**src/rtl/prescaler_pkg.sv**
```systemverilog
`default_nettype none
// ============================================================================
// Module  : prescaler_pkg
// Brief   : Shared types and limits for the multi-channel prescaler.
// Revision: 1.0 - initial release
// ============================================================================
package prescaler_pkg;

  // Per-channel counting mode, selected by the oneshot input bit
  typedef enum logic {
    PS_PERIODIC = 1'b0,
    PS_ONESHOT  = 1'b1
  } ps_mode_t;

  localparam int PS_MAX_WIDTH = 32;
  localparam int PS_MAX_NCH   = 8;

endpackage : prescaler_pkg
`default_nettype wire

```
**src/rtl/prescaler_chan.sv**
```systemverilog
`default_nettype none
// ============================================================================
// Module  : prescaler_chan
// Brief   : One down-counting prescaler channel with shadowed reload value,
//           periodic / one-shot mode and a sticky one-shot done flag.
// Revision: 1.0 - initial release
// ============================================================================
module prescaler_chan
  import prescaler_pkg::*;
#(
  parameter int WIDTH = 8
) (
  input  logic             clk50m,
  input  logic             rst,
  input  logic             i_en,       // raw per-channel enable
  input  logic             i_gate,     // cascade gate from lower channels (1 when independent)
  input  logic             i_oneshot,
  input  logic [WIDTH-1:0] i_preval,
  input  logic             i_load,
  input  logic             i_start,
  output logic [WIDTH-1:0] o_cnt,
  output logic             o_term,     // terminal count ignoring the cascade gate
  output logic             o_tick,
  output logic             o_done
);

  logic [WIDTH-1:0] r_cnt;
  logic [WIDTH-1:0] r_shadow;
  logic             r_done;

  logic             w_eff_en;
  logic             w_term;
  logic             w_tick;
  ps_mode_t         w_mode;

  // Terminal-count decode; the gate is kept separate so the top can build the
  // cascade chain from o_term without a combinational loop through o_tick.
  always_comb begin
    w_mode   = ps_mode_t'(i_oneshot);
    w_term   = (r_cnt == '0) & i_en & ~r_done;
    w_tick   = w_term & i_gate;
    w_eff_en = i_en & i_gate & ~r_done;
  end

  // Counter, shadow and done update; start outranks tick, tick outranks decrement
  always_ff @(posedge clk50m) begin
    if (rst) begin
      r_cnt    <= '1;
      r_shadow <= '1;
      r_done   <= 1'b0;
    end else begin
      // A load lands at this edge, so any same-cycle reload still sees the old shadow
      if (i_load) begin
        r_shadow <= i_preval;
      end
      if (i_start) begin
        r_cnt  <= r_shadow;
        r_done <= 1'b0;
      end else if (w_tick) begin
        if (w_mode == PS_ONESHOT) begin
          r_done <= 1'b1;          // count stays parked at zero
        end else begin
          r_cnt  <= r_shadow;
        end
      end else if (w_eff_en) begin
        r_cnt <= r_cnt - 1'b1;     // never wraps: zero always ticks first
      end
    end
  end

  assign o_cnt  = r_cnt;
  assign o_term = w_term;
  assign o_tick = w_tick;
  assign o_done = r_done;

endmodule : prescaler_chan
`default_nettype wire

```
**src/rtl/prescaler_multi.sv**
```systemverilog
`default_nettype none
// ============================================================================
// Module  : prescaler_multi
// Brief   : NCH independent (or cascaded) down-counting prescalers producing
//           tick enables for clk50m-domain consumers.
// Revision: 1.0 - initial release
// ============================================================================
module prescaler_multi
  import prescaler_pkg::*;
#(
  parameter int WIDTH   = 8,
  parameter int NCH     = 2,
  parameter int CASCADE = 0
) (
  input  logic                      clk50m,
  input  logic                      rst,
  input  logic [NCH-1:0]            en,
  input  logic [NCH-1:0]            oneshot,
  input  logic [NCH-1:0][WIDTH-1:0] preval,
  input  logic [NCH-1:0]            load,
  input  logic [NCH-1:0]            start,
  output logic [NCH-1:0][WIDTH-1:0] cnt,
  output logic [NCH-1:0]            tick,
  output logic [NCH-1:0]            done
);

  // Elaboration-time range checks
  generate
    if (WIDTH < 2 || WIDTH > PS_MAX_WIDTH) begin : g_bad_width
      $error("prescaler_multi: WIDTH out of range 2..32");
    end
    if (NCH < 1 || NCH > PS_MAX_NCH) begin : g_bad_nch
      $error("prescaler_multi: NCH out of range 1..8");
    end
  endgenerate

  logic [NCH-1:0] w_term;
  logic [NCH-1:0] w_gate;

  // Cascade gate: channel k may count only while every lower channel is at its
  // terminal count, i.e. tick[k-1] is high. Built as a running AND of o_term.
  always_comb begin
    logic w_acc;
    w_gate = '1;
    w_acc  = 1'b1;
    for (int k = 0; k < NCH; k++) begin
      if (CASCADE != 0) begin
        w_gate[k] = w_acc;
      end
      w_acc = w_acc & w_term[k];
    end
  end

  generate
    for (genvar k = 0; k < NCH; k++) begin : g_ch
      prescaler_chan #(
        .WIDTH (WIDTH)
      ) u_chan (
        .clk50m    (clk50m),
        .rst       (rst),
        .i_en      (en[k]),
        .i_gate    (w_gate[k]),
        .i_oneshot (oneshot[k]),
        .i_preval  (preval[k]),
        .i_load    (load[k]),
        .i_start   (start[k]),
        .o_cnt     (cnt[k]),
        .o_term    (w_term[k]),
        .o_tick    (tick[k]),
        .o_done    (done[k])
      );
    end
  endgenerate

endmodule : prescaler_multi
`default_nettype wire

```
**config.mk**
```make
export PLATFORM = sky130hd
export DESIGN_NAME = prescaler_multi
export DESIGN_NICKNAME = d
export VERILOG_FILES = /design/src/rtl/prescaler_pkg.sv /design/src/rtl/prescaler_chan.sv /design/src/rtl/prescaler_multi.sv
export SDC_FILE = /design/constraint.sdc
export NUM_CORES = 1
export LEC_CHECK = 0
export ABC_CLOCK_PERIOD_IN_PS = 2200
export CAP_MARGIN = 20
export CORE_ASPECT_RATIO = 0.9
export CORE_MARGIN = 2
export CORE_UTILIZATION = 45
export DETAILED_ROUTE_END_ITERATION = 10
export GPL_ROUTABILITY_DRIVEN = 0
export GPL_TIMING_DRIVEN = 1
export PLACE_DENSITY_LB_ADDON = 0.15
export SLEW_MARGIN = 20
export SYNTH_ARGS = -nofsm -noshare
export SYNTH_HDL_FRONTEND = slang
export SYNTH_SLANG_ARGS = --single-unit
export TNS_END_PERCENT = 1
```
**constraint.sdc**
```tcl
create_clock -name clk50m -period 2.2 [get_ports clk50m]
set_input_delay 0.22 -clock clk50m [delete_from_list [all_inputs] [get_ports clk50m]]
set_output_delay 0.22 -clock clk50m [all_outputs]
set_load 0.02 [all_outputs]
```
==> results of run 1 <==
synthesized netlist by cell type, drive strengths merged (2+ instances only):
master	n	area, sq um
dfxtp	34	681
nand2	21	78.8
mux2i	15	150
a21oi	12	60.1
nor3	12	60.1
o21ai	11	55.1
nor2	10	37.5
inv	9	33.8
a31oi	8	50.1
clkbuf	7	26.3
o31ai	7	52.6
buf	6	45.0
nor2b	4	25.0
nor3b	4	30.0
or3	4	25.0
a211o	3	26.3
a21o	3	22.5
nand2b	3	18.8
o211ai	3	22.5
o22ai	3	18.8
a211oi	2	15.0
and3	2	12.5
ha	2	25.0
nand3b	2	15.0
nor4b	2	23.8
o31a	2	18.8
or4	2	15.0
or4b	2	20.0
stage by stage:
| stage | setup slack (ps) | cells | power, W |
|---|---|---|---|
| 3_5_place_dp | 212 | 308 | 0.000954 |
| 2_1_floorplan | 302 | 213 | 0.000826 |
| 5_1_grt | 29.1 | 315 | 0.00160 |
| 4_1_cts | 186 | 315 | 0.00154 |
| 3_3_place_gp | 266 | 308 | 0.000951 |
| 6_report | 191 | 315 | 0.00153 |
path summary, 6_finish.rpt:
| check | startpoint | slack [ps] | endpoint | cells past startpoint |
|---|---|---|---|---|
| setup / recovery | g_ch[1].u_chan.o_cnt[0]$_SDFFE_PP1P_ | 190 | tick[1] | 5 |
| hold reg to reg | g_ch[0].u_chan.r_shadow[5]$_SDFFE_PP1P_ | 480 | g_ch[0].u_chan.r_shadow[5]$_SDFFE_PP1P_ | 2 |
| hold / removal | g_ch[0].u_chan.r_shadow[5]$_SDFFE_PP1P_ | 480 | g_ch[0].u_chan.r_shadow[5]$_SDFFE_PP1P_ | 2 |
| setup reg to reg | g_ch[1].u_chan.o_cnt[0]$_SDFFE_PP1P_ | 200 | g_ch[1].u_chan.o_cnt[1]$_SDFFE_PP1P_ | 7 |
cell families (layout without fill, tap and decap cells):
| logic type | count (synthesis) | count (layout) | share of synthesized area (%) |
|---|---|---|---|
| and+or+nand+nor | 72 | 72 | 21.2 |
| buffers and inverters | 22 | 78 | 5.76 |
| adders and majority gates | 2 | 2 | 1.37 |
| muxes | 15 | 15 | 8.22 |
| DFF | 34 | 34 | 37.3 |
| AOI/OAI and AO/OA | 68 | 68 | 26.1 |
cell type report:
type	instances	area (sq um)	share of cell area, %
multi-input cells	157	1040	41.6
flip-flops and latches	34	681	27.2
repair buffers	62	576	23.0
clock buffers	6	82.6	3.30
well taps	46	57.6	2.30
inverters	9	33.8	1.35
clock inverters	1	30.0	1.20
worst max-delay path, delay by kind of cell (launching register included):
family | cells | cell delay [ps]
buffers and inverters | 2 | 470
and+or+nand+nor | 2 | 370
DFF | 1 | 360
adders and majority gates | 1 | 290
power by group:
part           switching [W]  internal, W  total [W]
registers          0.0000380     0.000651   0.000689
clock network       0.000223     0.000362   0.000585
logic               0.000120     0.000134   0.000254
total               0.000380      0.00115    0.00153
sequential cells by signal, indices dropped and copies added (netlist names):
signal and flops:
g_ch.u_chan.r_shadow 16, g_ch.u_chan.o_done 2, g_ch.u_chan.o_cnt 16
routing by layer:
layer	GRT usage (%)	vias up	share of wire [%]
met3	4.82	5	5.6
met4	5.66	0	0.94
met1	32.8	861	50
met5	0	-	0
met2	31.1	62	44
li1	-	917	-
repair_timing:
| action | in CTS | in global routing |
|---|---|---|
| gates resized for setup | 2 | 0 |
| endpoints found under the setup margin | 2 | 0 |
| hold buffers | 0 | 0 |
==> flow_summary.json, run 1 <==
{
  "core_sq_um": 3810,
  "cellLeakagePower_nw": 1.01,
  "layout-drive-gt1-share_pct": 10.8,
  "die_x_um": 71.1,
  "ys_types": 51,
  "antenna_cells": 0,
  "max-slew-margin-rel_pct": 63.3,
  "area_growth_syn_to_layout_pct": 36.9,
  "hpwl_um": 3610,
  "final_util_pct": 65.6,
  "min_period_over_period_pct": 91.3,
  "avgSynthCellArea_sq_um": 8.57,
  "track_usage_pct": 21.8,
  "tightest_slew_ps": 549,
  "postPlaceCellArea_sq_um": 2390,
  "numCtsBuffers": 5,
  "stdcell_area_sq_um": 2500,
  "synthCells": 213,
  "drtAntennaViolNets": 0,
  "finClkSkew_ps": 5.14,
  "syn_nets": 241,
  "antenna_found_initial": 0,
  "cts_max_level": 2,
  "cap_violations": 0,
  "wirelength_um": 4680,
  "drtIter0Drc": 148,
  "fin_nets": 297,
  "start_kind": "flop",
  "holdWs_ps": 476,
  "drv_slew": 0,
  "gr-total-overflow": 0,
  "ys_seq_area_share_pct": 37.3,
  "ys.warnings.count": 0,
  "hold_path.class": "flop to flop",
  "power_density_nw_per_um2": 611,
  "rsz0062_at_grt": "false",
  "drcViolationCount": 0,
  "required_ps": 1980,
  "core.rowCount": 21,
  "path_cells": "inv_1 -> ha_1 -> nand3b_1 -> nor3_1 -> dlygate4sd2_1",
  "fin_setup_tns_ps": 0,
  "start_util_pct": 47.9,
  "cts-root-buf": "clkbuf_8",
  "cts_tree": "done",
  "max_freq_ghz": 0.498,
  "syn_area_sq_um": 1830,
  "avgViaCountPerCell": 5.86,
  "peakVddDrop_mv": 0.422,
  "die_height_um": 64.4,
  "clk_latency_ps": 290,
  "cp-end-kind": "output port",
  "finalCriticalPeriod_ps": 2010,
  "wl_per_cell_um": 14.9,
  "final_common_cell": "clkdlybuf4s50_1",
  "io-pin-count": 46,
  "arrival_ps": 1790,
  "path_clk_slew_ps": 70,
  "grt_pass1_wl_um": 7960,
  "postCtsSetupBuffers": 0,
  "ys_ff_latch": 34,
  "portBuffers": 45,
  "vias": 1845,
  "synth_edf_count": 0,
  "cts_num_sinks": 34,
  "fillers": 331,
  "setup_viol": 0,
  "hold_violations": 0,
  "cp_slowest_cell": "dfxtp_1",
  "max-clock-path-buffers": 2,
  "grt_max_degree": 17,
  "final_cell_mix": "clkdlybuf4s50_1 (43), dfxtp_1 (34), nand2_1 (21), buf_4 (17), mux2i_1 (15)",
  "die_area_sq_um": 4580,
  "grt_pass1_vias": 1653,
  "drt_first_pass_iters": 4,
  "worst-path-max-fanout": 7,
  "slowest_delay_ps": 360,
  "outcome": "completed",
  "synth-async-reset-ratio_pct": 0,
  "synth_flop_cell": "dfxtp_1",
  "worstSetupPathType": "flop to output port"
}
Note: power is estimated with default switching activity, not from simulation.
==> run 2: changes to the inputs <==
- ABC_AREA: unset -> 1
- CTS_CLUSTER_SIZE: unset -> 40
==> flow_summary.json, run 2 <==
{
  "syn_area_sq_um": 1920,
  "worst-path-max-fanout": 8,
  "gr-total-overflow": 0,
  "numCtsBuffers": 5,
  "min_period_over_period_pct": 90.7,
  "cts_tree": "done",
  "avgSynthCellArea_sq_um": 6.58,
  "synth_flop_cell": "dfxtp_1",
  "cpMostUsedCell": "inv_1",
  "synth_edf_count": 0,
  "wirelength_um": 4350,
  "peakVddDrop_mv": 0.346,
  "finClkSkew_ps": 6.33,
  "required_ps": 1980,
  "avgViaCountPerCell": 4.92,
  "synthCells": 292,
  "area_growth_syn_to_layout_pct": 31.9,
  "fillers": 409,
  "yosysMostFrequentCell": "nand2_1",
  "postPlaceCellArea_sq_um": 2390,
  "use_met3_pct": 4.27,
  "top_usage_layer": "met1",
  "timing.rr.end": "g_ch[1].u_chan.o_cnt[0]$_SDFFE_PP1P_",
  "path_clk_slew_ps": 80,
  "rr_startpoint": "g_ch[1].u_chan.o_cnt[0]$_SDFFE_PP1P_",
  "min_to": "g_ch[1].u_chan.r_shadow[3]$_SDFFE_PP1P_",
  "worstHoldPathCells": 2,
  "ys_seq_area_share_pct": 35.4,
  "die_height_um": 66.0,
  "cp_slowest_cell": "dfxtp_1",
  "hpwl_um": 3090,
  "reg2regPathDepth": 9,
  "holdWs_ps": 461,
  "max-clock-path-buffers": 2,
  "ys_types": 22,
  "tightest_slew_ps": 472,
  "cts_num_sinks": 34,
  "postCtsSetupBuffers": 0,
  "antenna_cells": 0,
  "die_area_sq_um": 4810,
  "final_common_cell": "nand2_1",
  "die_x_um": 72.9,
  "fin_setup_tns_ps": 0,
  "slowest_delay_ps": 330,
  "ys_ff_latch": 34,
  "ff2ff_setup_slack_ps": 530,
  "io-pin-count": 46,
  "grt_pass1_wl_um": 7440,
  "finalCriticalPeriod_ps": 2000,
  "grt_pass1_vias": 1622,
  "cts_max_level": 2,
  "core_sq_um": 4100,
  "drtAntennaViolNets": 0,
  "drt_first_pass_iters": 5,
  "finalPower_w": 0.00172,
  "ys.warnings.count": 0,
  "synth_top_area_share_pct": 35.4,
  "grt_max_degree": 26,
  "start_util_pct": 46.8,
  "rsz0062_at_grt": "false",
  "drtIter0Drc": 160,
  "yosys-top-cells-count": "nand2_1 (93), nand3_1 (56), dfxtp_1 (34), inv_1 (34), nor2_1 (12)",
  "outcome": "completed",
  "synth_area_leaders": "dfxtp_1 (35%), nand2_1 (18%), nand3_1 (15%), inv_1 (6.6%), nand2_4 (4.1%)",
  "arrival_ps": 1780,
  "power_density_nw_per_um2": 679,
  "worstSetupPathType": "flop to output port",
  "cap_violations": 0,
  "max-slew-margin-rel_pct": 68.5,
  "final_util_pct": 61.8,
  "start_kind": "flop",
  "hold_violations": 0,
  "core.rowCount": 22,
  "synth-async-reset-ratio_pct": 0,
  "drv_slew": 0,
  "fin_nets": 364,
  "track_usage_pct": 19.8,
  "cts-root-buf": "clkbuf_8",
  "layout-drive-gt1-share_pct": 9.20,
  "drcViolationCount": 0,
  "stdcell_area_sq_um": 2530,
  "setup_viol": 0,
  "hold_path.class": "flop to flop",
  "cp-end-kind": "output port",
  "antenna_found_initial": 0,
  "syn_nets": 320,
  "cellLeakagePower_nw": 1.30,
  "met2_usage_pct": 27.8,
  "path_cells": "inv_1 -> ha_1 -> nand2_1 -> nor2_4 -> nand2_4 -> inv_1 -> dlygate4sd2_1",
  "max_freq_ghz": 0.501,
  "min-delay-start": "g_ch[1].u_chan.r_shadow[3]$_SDFFE_PP1P_",
  "met1_usage_pct": 28.9,
  "clk_latency_ps": 290,
  "vias": 1894,
  "synth_top_cell_by_area": "dfxtp_1",
  "portBuffers": 45,
  "final_cell_mix": "nand2_1 (93), nand3_1 (56), clkdlybuf4s50_1 (43), inv_1 (34), dfxtp_1 (34)",
  "wl_per_cell_um": 11.3
}
-- run 2: per-stage QoR --
stage	cells	worst slack, ps
floorplan	292	670
global placement	377	206
detailed placement	377	191
CTS	385	58.9
global route	385	81.0
finish	385	204
-- run 2: how the worst max path moves through the flow --
stage,to,slack [ps],from
finish,tick[0],200,g_ch[0].u_chan.o_cnt[0]$_SDFFE_PP1P_
global route,tick[0],80,g_ch[0].u_chan.o_cnt[0]$_SDFFE_PP1P_
CTS,tick[1],60,g_ch[1].u_chan.o_cnt[0]$_SDFFE_PP1P_
detailed placement,tick[0],190,en[0]
global placement,tick[0],210,en[0]
floorplan,g_ch[1].u_chan.o_cnt[0]$_SDFFE_PP1P_,670,g_ch[1].u_chan.o_cnt[0]$_SDFFE_PP1P_
-- run 2: critical path: cells and delay by family (launching register included) --
| kind | cells | cell delay (ps) |
|---|---|---|
| adder cells (fa/ha/maj) | 1 | 250 |
| buffers and inverters | 3 | 510 |
| flip-flops | 1 | 330 |
| AND/OR/NAND/NOR | 3 | 390 |
-- run 2: cell families (layout without fill, tap and decap cells) --
logic type,count (synthesis),after routing,share of synthesized area (%)
AND/OR/NAND/NOR,185,185,46.2
XOR/XNOR,3,3,1.37
buffers and inverters,49,94,10.5
AO/OA/AOI/OAI,19,19,5.21
adder cells (fa/ha/maj),2,2,1.30
flip-flops,34,34,35.4
-- run 2: per-layer routing --
layer  vias up  share of wire [%]
li1       1020                  -
met1       804                 53
met2        65                 40
met3         5                6.6
met4         0                1.1
met5         -                  0
-- run 2: area by class of cell --
| cell class | count | area, sq um | area share (%) |
|---|---|---|---|
| Clock buffer | 5 | 68.8 | 2.72 |
| Clock inverter | 3 | 68.8 | 2.72 |
| Inverter | 38 | 143 | 5.63 |
| Multi-Input combinational cell | 209 | 1040 | 41.0 |
| Sequential cell | 34 | 681 | 26.9 |
| Tap cell | 48 | 60.1 | 2.37 |
| Timing Repair Buffer | 48 | 474 | 18.7 |
-- run 2: repair_timing --
| item | CTS | global route |
|---|---|---|
| hold endpoints to repair | 0 | 0 |
| hold buffers | 0 | 0 |
| resized for setup | 1 | 1 |
| endpoints found under the setup margin | 1 | 1 |
| pin swaps | 0 | 0 |
-- run 2: power breakdown --
part	total [W]	switching, W	internal (W)
Clock	0.000701	0.000247	0.000454
Combinational	0.000319	0.000169	0.000150
Sequential	0.000700	0.0000404	0.000660
Total	0.00172	0.000457	0.00126
